File: src/rtl/rename_map_table_if.sv
// Rename-stage bus between decode/active list and the register-alias table.
interface rename_map_table_if #(
    parameter int unsigned ARCH_REGS   = 32,
    parameter int unsigned PHYS_REGS   = 64,
    parameter int unsigned CHECKPOINTS = 4
);
    localparam int unsigned AW = $clog2(ARCH_REGS);
    localparam int unsigned PW = $clog2(PHYS_REGS);
    localparam int unsigned CW = $clog2(CHECKPOINTS);
    localparam int unsigned FW = $clog2(PHYS_REGS + 1);

    logic          rename_valid;
    logic [AW-1:0] rs_arch;
    logic [AW-1:0] rt_arch;
    logic [AW-1:0] rw_arch;
    logic          uses_rs;
    logic          uses_rt;
    logic          uses_rw;
    logic          checkpoint_req;
    logic          rename_ready;
    logic [PW-1:0] rs_phys;
    logic [PW-1:0] rt_phys;
    logic [PW-1:0] rw_phys;
    logic [PW-1:0] prev_rw_phys;
    logic [CW-1:0] checkpoint_id;
    logic          commit_valid;
    logic [PW-1:0] commit_free_phys;
    logic          resolve_valid;
    logic [CW-1:0] resolve_id;
    logic          resolve_mispredict;
    logic [FW-1:0] free_count;
    logic          ckpt_full;

    modport master (
        output rename_valid, rs_arch, rt_arch, rw_arch, uses_rs, uses_rt, uses_rw,
               checkpoint_req, commit_valid, commit_free_phys,
               resolve_valid, resolve_id, resolve_mispredict,
        input  rename_ready, rs_phys, rt_phys, rw_phys, prev_rw_phys, checkpoint_id,
               free_count, ckpt_full
    );

    modport slave (
        input  rename_valid, rs_arch, rt_arch, rw_arch, uses_rs, uses_rt, uses_rw,
               checkpoint_req, commit_valid, commit_free_phys,
               resolve_valid, resolve_id, resolve_mispredict,
        output rename_ready, rs_phys, rt_phys, rw_phys, prev_rw_phys, checkpoint_id,
               free_count, ckpt_full
    );
endinterface

File: src/rtl/rename_map_table.sv
// Register-alias table with integrated free list and in-order branch checkpoints.
// One rename per cycle; mispredict restores map and free list in a single cycle.
module rename_map_table #(
    parameter int unsigned ARCH_REGS   = 32,
    parameter int unsigned PHYS_REGS   = 64,
    parameter int unsigned CHECKPOINTS = 4
) (
    input logic               clk,
    input logic               rst,
    rename_map_table_if.slave bus
);
    localparam int unsigned PW = $clog2(PHYS_REGS);
    localparam int unsigned CW = $clog2(CHECKPOINTS);
    localparam int unsigned FW = $clog2(PHYS_REGS + 1);

    logic [PW-1:0]        map_q   [ARCH_REGS];
    logic [PW-1:0]        map_n   [ARCH_REGS];
    logic [PW-1:0]        snap_q  [CHECKPOINTS][ARCH_REGS];
    logic [PHYS_REGS-1:0] alloc_since_q [CHECKPOINTS];
    logic [PHYS_REGS-1:0] alloc_since_n [CHECKPOINTS];
    logic [PHYS_REGS-1:0] free_q, free_n;
    logic [FW-1:0]        free_count_q, free_count_n;
    logic [CW-1:0]        head_q, head_n, tail_q, tail_n;
    logic [CW:0]          count_q, count_n;
    logic                 ckpt_full_q;

    logic                   alloc, resolve_fire, mispredict_fire;
    logic                   ready_c, rename_fire, ckpt_fire;
    logic [PW-1:0]          alloc_phys;
    logic [CHECKPOINTS-1:0] live;

    // Lowest-index free physical register.
    always_comb begin
        alloc_phys = '0;
        for (int i = int'(PHYS_REGS) - 1; i >= 0; i--) begin
            if (free_q[i]) alloc_phys = PW'(i);
        end
    end

    // Slots between head (inclusive) and head+count are live.
    always_comb begin
        live = '0;
        for (int c = 0; c < int'(CHECKPOINTS); c++) begin
            live[c] = ((CW+1)'(CW'(CW'(c) - head_q)) < count_q);
        end
    end

    assign alloc           = bus.uses_rw && (bus.rw_arch != '0);
    assign resolve_fire    = bus.resolve_valid && (count_q != '0) && (bus.resolve_id == head_q);
    assign mispredict_fire = resolve_fire && bus.resolve_mispredict;
    assign ready_c         = !rst && !mispredict_fire
                             && !(alloc && (free_count_q == '0))
                             && !(bus.checkpoint_req && ckpt_full_q);
    assign rename_fire     = bus.rename_valid && ready_c;
    assign ckpt_fire       = rename_fire && bus.checkpoint_req;

    assign bus.rename_ready  = ready_c;
    assign bus.rs_phys       = bus.uses_rs ? map_q[bus.rs_arch] : '0;
    assign bus.rt_phys       = bus.uses_rt ? map_q[bus.rt_arch] : '0;
    assign bus.rw_phys       = alloc ? alloc_phys : '0;
    assign bus.prev_rw_phys  = alloc ? map_q[bus.rw_arch] : '0;
    assign bus.checkpoint_id = tail_q;
    assign bus.free_count    = free_count_q;
    assign bus.ckpt_full     = ckpt_full_q;

    always_comb begin
        map_n         = map_q;
        free_n        = free_q;
        alloc_since_n = alloc_since_q;
        head_n        = head_q;
        tail_n        = tail_q;
        count_n       = count_q;
        free_count_n  = '0;

        if (rename_fire && alloc) begin
            map_n[bus.rw_arch] = alloc_phys;
            free_n[alloc_phys] = 1'b0;
        end
        if (mispredict_fire) begin
            map_n  = snap_q[head_q];
            free_n = free_n | alloc_since_q[head_q];
        end
        if (bus.commit_valid && (bus.commit_free_phys != '0)) begin
            free_n[bus.commit_free_phys] = 1'b1;
        end

        // A new checkpoint starts with an empty mask: its own rename is in the snapshot.
        for (int c = 0; c < int'(CHECKPOINTS); c++) begin
            if (rename_fire && alloc && live[c]) alloc_since_n[c][alloc_phys] = 1'b1;
            if (ckpt_fire && (CW'(c) == tail_q)) alloc_since_n[c] = '0;
        end

        if (mispredict_fire) begin
            head_n  = tail_q;
            count_n = '0;
        end else begin
            if (resolve_fire) head_n = head_q + CW'(1);
            if (ckpt_fire)    tail_n = tail_q + CW'(1);
            count_n = count_q + (CW+1)'(ckpt_fire) - (CW+1)'(resolve_fire);
        end

        for (int i = 0; i < int'(PHYS_REGS); i++) begin
            free_count_n = free_count_n + FW'(free_n[i]);
        end
    end

    always_ff @(posedge clk) begin
        if (rst) begin
            for (int i = 0; i < int'(ARCH_REGS); i++) map_q[i] <= PW'(i);
            for (int i = 0; i < int'(PHYS_REGS); i++) free_q[i] <= (i >= int'(ARCH_REGS));
            free_count_q <= FW'(PHYS_REGS - ARCH_REGS);
            head_q       <= '0;
            tail_q       <= '0;
            count_q      <= '0;
            ckpt_full_q  <= 1'b0;
        end else begin
            map_q        <= map_n;
            free_q       <= free_n;
            free_count_q <= free_count_n;
            head_q       <= head_n;
            tail_q       <= tail_n;
            count_q      <= count_n;
            ckpt_full_q  <= (count_n == (CW+1)'(CHECKPOINTS));
        end
    end

    // Snapshot storage needs no reset: a slot is only read after it is written.
    always_ff @(posedge clk) begin
        alloc_since_q <= alloc_since_n;
        if (ckpt_fire) snap_q[tail_q] <= map_n;
    end
endmodule
File: src/flat_wrapper.sv
// flat-port wrapper written by rule: the top's interface ports become plain ports
module rename_map_table_flat 
#(
    parameter int unsigned ARCH_REGS   = 32,
    parameter int unsigned PHYS_REGS   = 64,
    parameter int unsigned CHECKPOINTS = 4
)
  (clk, rst, bus_rename_valid, bus_rs_arch, bus_rt_arch, bus_rw_arch, bus_uses_rs, bus_uses_rt, bus_uses_rw, bus_checkpoint_req, bus_commit_valid, bus_commit_free_phys, bus_resolve_valid, bus_resolve_id, bus_resolve_mispredict, bus_rename_ready, bus_rs_phys, bus_rt_phys, bus_rw_phys, bus_prev_rw_phys, bus_checkpoint_id, bus_free_count, bus_ckpt_full);
  rename_map_table_if #(.ARCH_REGS(ARCH_REGS), .PHYS_REGS(PHYS_REGS), .CHECKPOINTS(CHECKPOINTS)) bus_i ();
  input logic clk;
  input logic rst;
  input wire logic [$bits(bus_i.rename_valid)-1:0] bus_rename_valid;
  input wire logic [$bits(bus_i.rs_arch)-1:0] bus_rs_arch;
  input wire logic [$bits(bus_i.rt_arch)-1:0] bus_rt_arch;
  input wire logic [$bits(bus_i.rw_arch)-1:0] bus_rw_arch;
  input wire logic [$bits(bus_i.uses_rs)-1:0] bus_uses_rs;
  input wire logic [$bits(bus_i.uses_rt)-1:0] bus_uses_rt;
  input wire logic [$bits(bus_i.uses_rw)-1:0] bus_uses_rw;
  input wire logic [$bits(bus_i.checkpoint_req)-1:0] bus_checkpoint_req;
  input wire logic [$bits(bus_i.commit_valid)-1:0] bus_commit_valid;
  input wire logic [$bits(bus_i.commit_free_phys)-1:0] bus_commit_free_phys;
  input wire logic [$bits(bus_i.resolve_valid)-1:0] bus_resolve_valid;
  input wire logic [$bits(bus_i.resolve_id)-1:0] bus_resolve_id;
  input wire logic [$bits(bus_i.resolve_mispredict)-1:0] bus_resolve_mispredict;
  output wire logic [$bits(bus_i.rename_ready)-1:0] bus_rename_ready;
  output wire logic [$bits(bus_i.rs_phys)-1:0] bus_rs_phys;
  output wire logic [$bits(bus_i.rt_phys)-1:0] bus_rt_phys;
  output wire logic [$bits(bus_i.rw_phys)-1:0] bus_rw_phys;
  output wire logic [$bits(bus_i.prev_rw_phys)-1:0] bus_prev_rw_phys;
  output wire logic [$bits(bus_i.checkpoint_id)-1:0] bus_checkpoint_id;
  output wire logic [$bits(bus_i.free_count)-1:0] bus_free_count;
  output wire logic [$bits(bus_i.ckpt_full)-1:0] bus_ckpt_full;
  assign bus_i.rename_valid = bus_rename_valid;
  assign bus_i.rs_arch = bus_rs_arch;
  assign bus_i.rt_arch = bus_rt_arch;
  assign bus_i.rw_arch = bus_rw_arch;
  assign bus_i.uses_rs = bus_uses_rs;
  assign bus_i.uses_rt = bus_uses_rt;
  assign bus_i.uses_rw = bus_uses_rw;
  assign bus_i.checkpoint_req = bus_checkpoint_req;
  assign bus_i.commit_valid = bus_commit_valid;
  assign bus_i.commit_free_phys = bus_commit_free_phys;
  assign bus_i.resolve_valid = bus_resolve_valid;
  assign bus_i.resolve_id = bus_resolve_id;
  assign bus_i.resolve_mispredict = bus_resolve_mispredict;
  assign bus_rename_ready = bus_i.rename_ready;
  assign bus_rs_phys = bus_i.rs_phys;
  assign bus_rt_phys = bus_i.rt_phys;
  assign bus_rw_phys = bus_i.rw_phys;
  assign bus_prev_rw_phys = bus_i.prev_rw_phys;
  assign bus_checkpoint_id = bus_i.checkpoint_id;
  assign bus_free_count = bus_i.free_count;
  assign bus_ckpt_full = bus_i.ckpt_full;
  rename_map_table #(.ARCH_REGS(ARCH_REGS), .PHYS_REGS(PHYS_REGS), .CHECKPOINTS(CHECKPOINTS)) u_core (.clk(clk), .rst(rst), .bus(bus_i));
endmodule
File: config.mk
export PLATFORM = sky130hd
export DESIGN_NAME = rename_map_table_flat
export DESIGN_NICKNAME = d
export VERILOG_FILES = /design/src/rtl/rename_map_table_if.sv /design/src/rtl/rename_map_table.sv /design/src/flat_wrapper.sv
export SDC_FILE = /design/constraint.sdc
export NUM_CORES = 2
export LEC_CHECK = 0
export BUFFER_PORTS_ARGS = -buffer_cell sky130_fd_sc_hd__buf_2
export CAP_MARGIN = 20
export CELL_PAD_IN_SITES_DETAIL_PLACEMENT = 0
export CELL_PAD_IN_SITES_GLOBAL_PLACEMENT = 1
export CORE_ASPECT_RATIO = 1.4
export CORE_MARGIN = 2
export CORE_UTILIZATION = 48
export CTS_CLUSTER_SIZE = 25
export DETAILED_ROUTE_END_ITERATION = 12
export GPL_ROUTABILITY_DRIVEN = 0
export HOLD_SLACK_MARGIN = 0.05
export PLACE_DENSITY_LB_ADDON = 0.1
export SLEW_MARGIN = 30
export SYNTH_ARGS = -nofsm -noshare
export SYNTH_HDL_FRONTEND = slang
export SYNTH_SLANG_ARGS = --single-unit
File: constraint.sdc
create_clock -name clk -period 9.6 [get_ports clk]
set_clock_uncertainty 0.05 [all_clocks]
set_input_delay 2.4 -clock clk [delete_from_list [all_inputs] [get_ports clk]]
set_output_delay 2.4 -clock clk [all_outputs]
set_load 0.1 [all_outputs]
### After elaboration in Yosys (flattened, before gate mapping)

Memories as Yosys holds them, arrays and structs flattened. A register that Yosys moved wholly into a read port is not among the register bits.
Cells that the tools add are included.

* flip-flop bits (word level): 527
* output and inout bits: 35
* memories kept: 1
* RAM bits: 768

Memories
* u_core.snap_q: words 4, bits a word 192, read ports 1, clocked after memory_dff 1, wr ports 1, line rename_map_table.sv:18 `logic [PW-1:0] snap_q [CHECKPOINTS][ARCH_REGS];`

* add/sub/neg operators: 71
* bitwise gates (word level): 13
* reductions and logical operators: 35
* eq/ne operators: 5
* $lt $le $gt $ge: 13
* muxes and demuxes: 99

Operators with widths (count)
* 6-bit 2-to-1 mux: 75
* 7-bit by 1-bit adder with 7-bit output: 62
* 192-bit 2-to-1 mux: 2
* 64-bit OR: 6
* 64-bit 2-to-1 mux: 5
* 192-bit bitwise mux: 1
* 64-bit binary-select mux with 2-bit select: 1
* 6-bit binary-select mux with 5-bit select: 3
* 64-bit bitwise AND: 1
* 64-bit NOT: 1
* 6-bit demux with 5-bit select: 1
* 1-bit logical AND: 24
* 6-bit greater-or-equal comparator, second input constant: 3
* 5-bit NOT with 6-bit output: 3
* 6-bit by 7-bit < comparator with 1-bit output, second input constant: 2
* 1-bit demux with 6-bit select: 2
* 6-bit by 1-bit greater-or-equal comparator with 1-bit output, second input constant: 2
* 2-bit by 3-bit < comparator with 1-bit output: 4
* 2-bit 2-to-1 mux: 4
* 7-bit logical NOT: 1
* 6-bit by 1-bit < comparator with 1-bit output, second input constant: 1
* 6-bit nonzero test: 1
* 5-bit nonzero test: 1
* 2-bit by 1-bit adder with 2-bit output, second input constant: 2
* 19 further kinds: 28

### Logic depth before layout (Yosys ltp)

* depth in word-level cells: 138
* gate-level depth with buffers: 33
* depth with buffers taken out: 30

### Worst setup path before layout

Ideal clock, no wire load.

* kind: input-to-reg
* start point: input bus_rw_arch[4]
* end point: register u_core.free_count_q[5] (netlist: u_core.bus.free_count[5])
* required time: 9.421 ns
* path buffers: 4
* setup time: 0.129 ns
* stages on the path: 29
* slack: -0.201 ns
* data arrival time: 9.622 ns
* cell sequence: clkbuf_1 -> or3_1 -> o21ai_2 -> and4b_1 -> clkbuf_1 -> buf_2 -> buf_2 -> nand3_1 -> o41ai_1 -> fa_1 -> fa_1 -> inv_1 -> fa_1 -> inv_1 -> fa_1 -> fa_1 -> inv_1 -> fa_1 -> fa_1 -> inv_1 -> fa_1 -> inv_1 -> fa_1 -> a21o_1 -> a21o_1 -> a21o_1 -> a21oi_1 -> xnor2_1 -> nand2_1

* word-level cells in the longest chain between the ends: 76

Ends and longest elaborated chain
* start, declared: line flat_wrapper.sv:15 `input wire logic [$bits(bus_i.rw_arch)-1:0] bus_rw_arch;`
* 5-bit nonzero test *: line rename_map_table.sv:48 `assign alloc = bus.uses_rw && (bus.rw_arch != '0);`
* 1-bit logical AND *: line rename_map_table.sv:48
* 1-bit logical AND: line rename_map_table.sv:52 `&& !(alloc && (free_count_q == '0))`
* 1-bit logical NOT: line rename_map_table.sv:52
* 1-bit logical AND: line rename_map_table.sv:52
* 1-bit logical AND: line rename_map_table.sv:53 `&& !(bus.checkpoint_req && ckpt_full_q);`
* 1-bit logical AND: line rename_map_table.sv:54 `assign rename_fire = bus.rename_valid && ready_c;`
* 1-bit logical AND *: line rename_map_table.sv:75 `if (rename_fire && alloc) begin`
* 64-bit 2-to-1 mux *: line rename_map_table.sv:75
* 64-bit OR: line rename_map_table.sv:81 `free_n = free_n | alloc_since_q[head_q];`
* 64-bit 2-to-1 mux *: line rename_map_table.sv:79 `if (mispredict_fire) begin`
* 64-bit OR (no source line)
* 64-bit 2-to-1 mux *: line rename_map_table.sv:83 `if (bus.commit_valid && (bus.commit_free_phys != '0)) begin`
* 1-bit by 1-bit adder with 2-bit output: line rename_map_table.sv:103 `free_count_n = free_count_n + FW'(free_n[i]);`
* 7-bit by 1-bit adder with 7-bit output (61 in a row): line rename_map_table.sv:103
* 7-bit by 1-bit adder with 7-bit output *: line rename_map_table.sv:103
* end signal, assigned: line rename_map_table.sv:111 `free_count_q <= FW'(PHYS_REGS - ARCH_REGS);`
* end signal, assigned: line rename_map_table.sv:119 `free_count_q <= free_count_n;`
* end, declared: line rename_map_table.sv:22 `logic [FW-1:0] free_count_q, free_count_n;`

Mark *: on every way between the ends. The rest lies on a longest branch, timed or not.
A chain may end at the register's enable or synchronous reset.

### Final worst setup path

* start point: input bus_rw_arch[4]
* end point: register u_core.free_count_q[4] (netlist: u_core.bus.free_count[4])

The elaborated chain is that of the path after synthesis.

==> results_dict.tcl <==
set metrics [dict create \
    synth-xor-area-share 0.001357 \
    critPathKind "in -> reg" \
    register_area_um2 33670 \
    hold_class "reg -> reg" \
    synth-main-ff-cell "edfxtp_1" \
    initial_utilization 0.4818 \
    antenna_found_initial 4 \
    synth_warnings 0 \
    yosys.area_share.simple 0.09712 \
    synth_nets 4374 \
    drt-initial-drc-count 3311 \
    multiInputGateArea_um2 23030 \
    hold_viol_final 0 \
    rows 151 \
    synth_top_family_by_area "multiplexers" \
    grtUsageTotal 0.2934 \
    clock.fmax_mhz 107.6 \
    core_um2 120500 \
    synth_cell_type_count 92 \
    n_fill_cell 10230 \
    grt_pass1_wl_um 263700 \
    port_buffers 67 \
    critPathLaunchType "primary input" \
    drive_above_1_share 0.2202 \
    syn_to_final_growth_pct 12.94 \
    cts-buffers-inserted 130 \
    clkSinkCount 1297 \
    routed_wl_um 181100 \
    cts_buffer_depth 3 \
    peakVddDrop_mv 0.1780 \
    synth_compound_gate_area_share 0.08757 \
    synthMuxAreaShare 0.1834 \
    syn_area_um2 58080 \
    syn_inst 4260 \
    wire_per_inst_um 29.76 \
    place_ws_ns -0.5239 \
    whs_ns 0.3948 \
    end_kind "flip-flop" \
    fin_crit_sh 0.9677 \
    vias 37670 \
    arrival_ns 9.86 \
    root_buffer "clkbuf_16" \
    gr-total-overflow 0 \
    syn_avg_cell_area_um2 13.63 \
    grt_pass1_vias 38170 \
    post-route-util 0.5442 \
    fin_cells 6084 \
    power_density_nw_per_um2 196.5 \
    path_clk_slew_ns 0.06 \
    synthAdderAreaFrac 0.02456 \
    hold_buffers 0 \
    setup_viol 0 \
    vias_per_cell 6.192 \
    async_flop_share 0 \
    cap_viol_max_count 0 \
    rsz0062_at_grt "false" \
    slew_headroom 0.2697 \
    dr.pass1.iters 5 \
    cp_common_cell "fa_1" \
    required_ns 10.17 \
    fin_ws_ns 0.3105 \
    final_nets 4481 \
    dp.cells 5837 \
    dp_hpwl_um 117900 \
    io_pins 68 \
    fp.dieW_um 298.0 \
    tightest_slew_ns 1.092 \
    dieArea_um2 123800 \
    final_cell_mix "edfxtp_1, dfxtp_1, nand2_1, mux4_2, o21ai_0" \
    ant_nets 0 \
    cts_tree "done" \
    ys_ff_latch 1297 \
    layout_commonest_cell "edfxtp_1" \
    fin_crit_ns 9.289 \
    worst_skew_pair.late_latency_ns 0.77 \
    synth_edf_count 768 \
    p_leak_nw 21.92 \
    reg2reg_slack_ns 0.65 \
    cpPeakStageDelay_ns 0.63 \
    die_y_um 415.6 \
    worstPathMaxFanout 5 \
    crit_slowest_cell "fa_1" \
    seq_area_frac_synth 0.5794 \
    htreeDepth 4 \
    fin_tns_setup_ns 0 \
    drv_slew 0 \
    drc 0 \
    status "completed" \
    grt_start_max_net_pins 159 \
]
## Yosys cell counts (all sizes together) (5+ instances only)
library cell | count | area share
edfxtp | 768 | 0.40
dfxtp | 529 | 0.18
nand2 | 451 | 0.029
mux4 | 424 | 0.16
o21ai | 316 | 0.027
clkbuf | 219 | 0.014
nor2 | 192 | 0.012
a21oi | 137 | 0.012
and2 | 110 | 0.012
mux2i | 108 | 0.019
nand2b | 94 | 0.010
inv | 92 | 0.0059
buf | 85 | 0.0064
nand3 | 82 | 0.0072
a22o | 65 | 0.0098
fa | 55 | 0.019
nor3 | 51 | 0.0051
nor2b | 49 | 0.0053
a31oi | 47 | 0.0051
o211ai | 38 | 0.0049
o31ai | 33 | 0.0043
nor4 | 30 | 0.0046
ha | 26 | 0.0056
a22oi | 25 | 0.0032
a211oi | 23 | 0.0031
o2bb2ai | 16 | 0.0024
or3 | 16 | 0.0017
or2 | 15 | 0.0016
a21o | 11 | 0.0014
and3 | 11 | 0.0012
nand3b | 11 | 0.0014
o41ai | 10 | 0.0020
or4 | 10 | 0.0014
xnor2 | 9 | 0.0014
a221o | 7 | 0.0012
nand4 | 7 | 0.0010
nor3b | 7 | 0.00099
o2111a | 7 | 0.0014
o32a | 6 | 0.0010
a221oi | 5 | 0.00086
a311oi | 5 | 0.00075
o22ai | 5 | 0.00054
## layout make-up
cell class              count  area share
inverters                  93    0.005856
multi-input cells        2566      0.3511
well taps                1606     0.03064
flip-flops and latches   1297      0.5133
clock buffers             179     0.05583
repair buffers            279     0.03334
diodes                      4   0.0001526
clock inverters            60    0.009786
## critical path: cells and delay by family
kind	cells	cell delay [ns]
and+or+nand+nor	7	1.64
buffers and inverters	6	0.59
xor gates and xnor gates	1	0.13
AOI/OAI and AO/OA	3	0.51
adders and majority gates	10	4.56
## per-stage QoR
step	power [mW]	instance area, um2
2_1_floorplan	7.254	58120
3_3_place_gp	7.837	61220
3_5_place_dp	7.845	61230
4_1_cts	12.98	65530
5_1_grt	13.32	65590
6_report	12.89	65590
## cells by family (layout without fill, tap and decap cells)
logic type                 after synthesis  in the layout
DFF                                   1297           1297
and+or+nand+nor                       1148           1148
AOI/OAI and AO/OA                      794            794
muxes                                  534            534
buffers and inverters                  397            611
adders and majority gates               81             81
xor gates and xnor gates                 9              9
other                                    0              4
## power by group
part,internal (mW),total [mW],switching (mW)
combinational,0.579,1.60,1.02
sequential,6.04,6.12,0.0879
clock,2.96,5.17,2.21
## worst paths after layout
check | start | to | depth (start not counted)
worst max-delay path | bus_rw_arch[4] | u_core.bus.free_count[4] | 27
worst min-delay path | u_core.alloc_since_q[54] | u_core.alloc_since_q[54] | 2
worst max register to register | u_core.free_q[28] | u_core.bus.free_count[4] | 30
worst min register to register | u_core.alloc_since_q[54] | u_core.alloc_since_q[54] | 2
## metal layers
layer  GRT usage  part of all wire  vias up
met2      0.5017              0.51     1306
met1      0.3552              0.38    19490
li1            -                 -    16500
met5           0                 0        -
met4      0.1682             0.062        0
met3     0.04250             0.053      377
## what timing repair did
item / 4_1_cts / 5_1_grt
buffers inserted: 0 / 4
endpoints found under the setup margin: 0 / 3
gates resized for setup: 0 / 5
## state kept, by name, indices dropped and copies added, names as in the netlist, named ones only
name and cells:
u_core.snap_q 768, u_core.alloc_since_q 256, u_core.map_q 192, u_core.free_q 64
u_core.bus.free_count 7, u_core.count_q 3, u_core.bus.checkpoint_id 2, u_core.head_q 2
u_core.bus.ckpt_full 1
(Power assumes the default switching activity.)
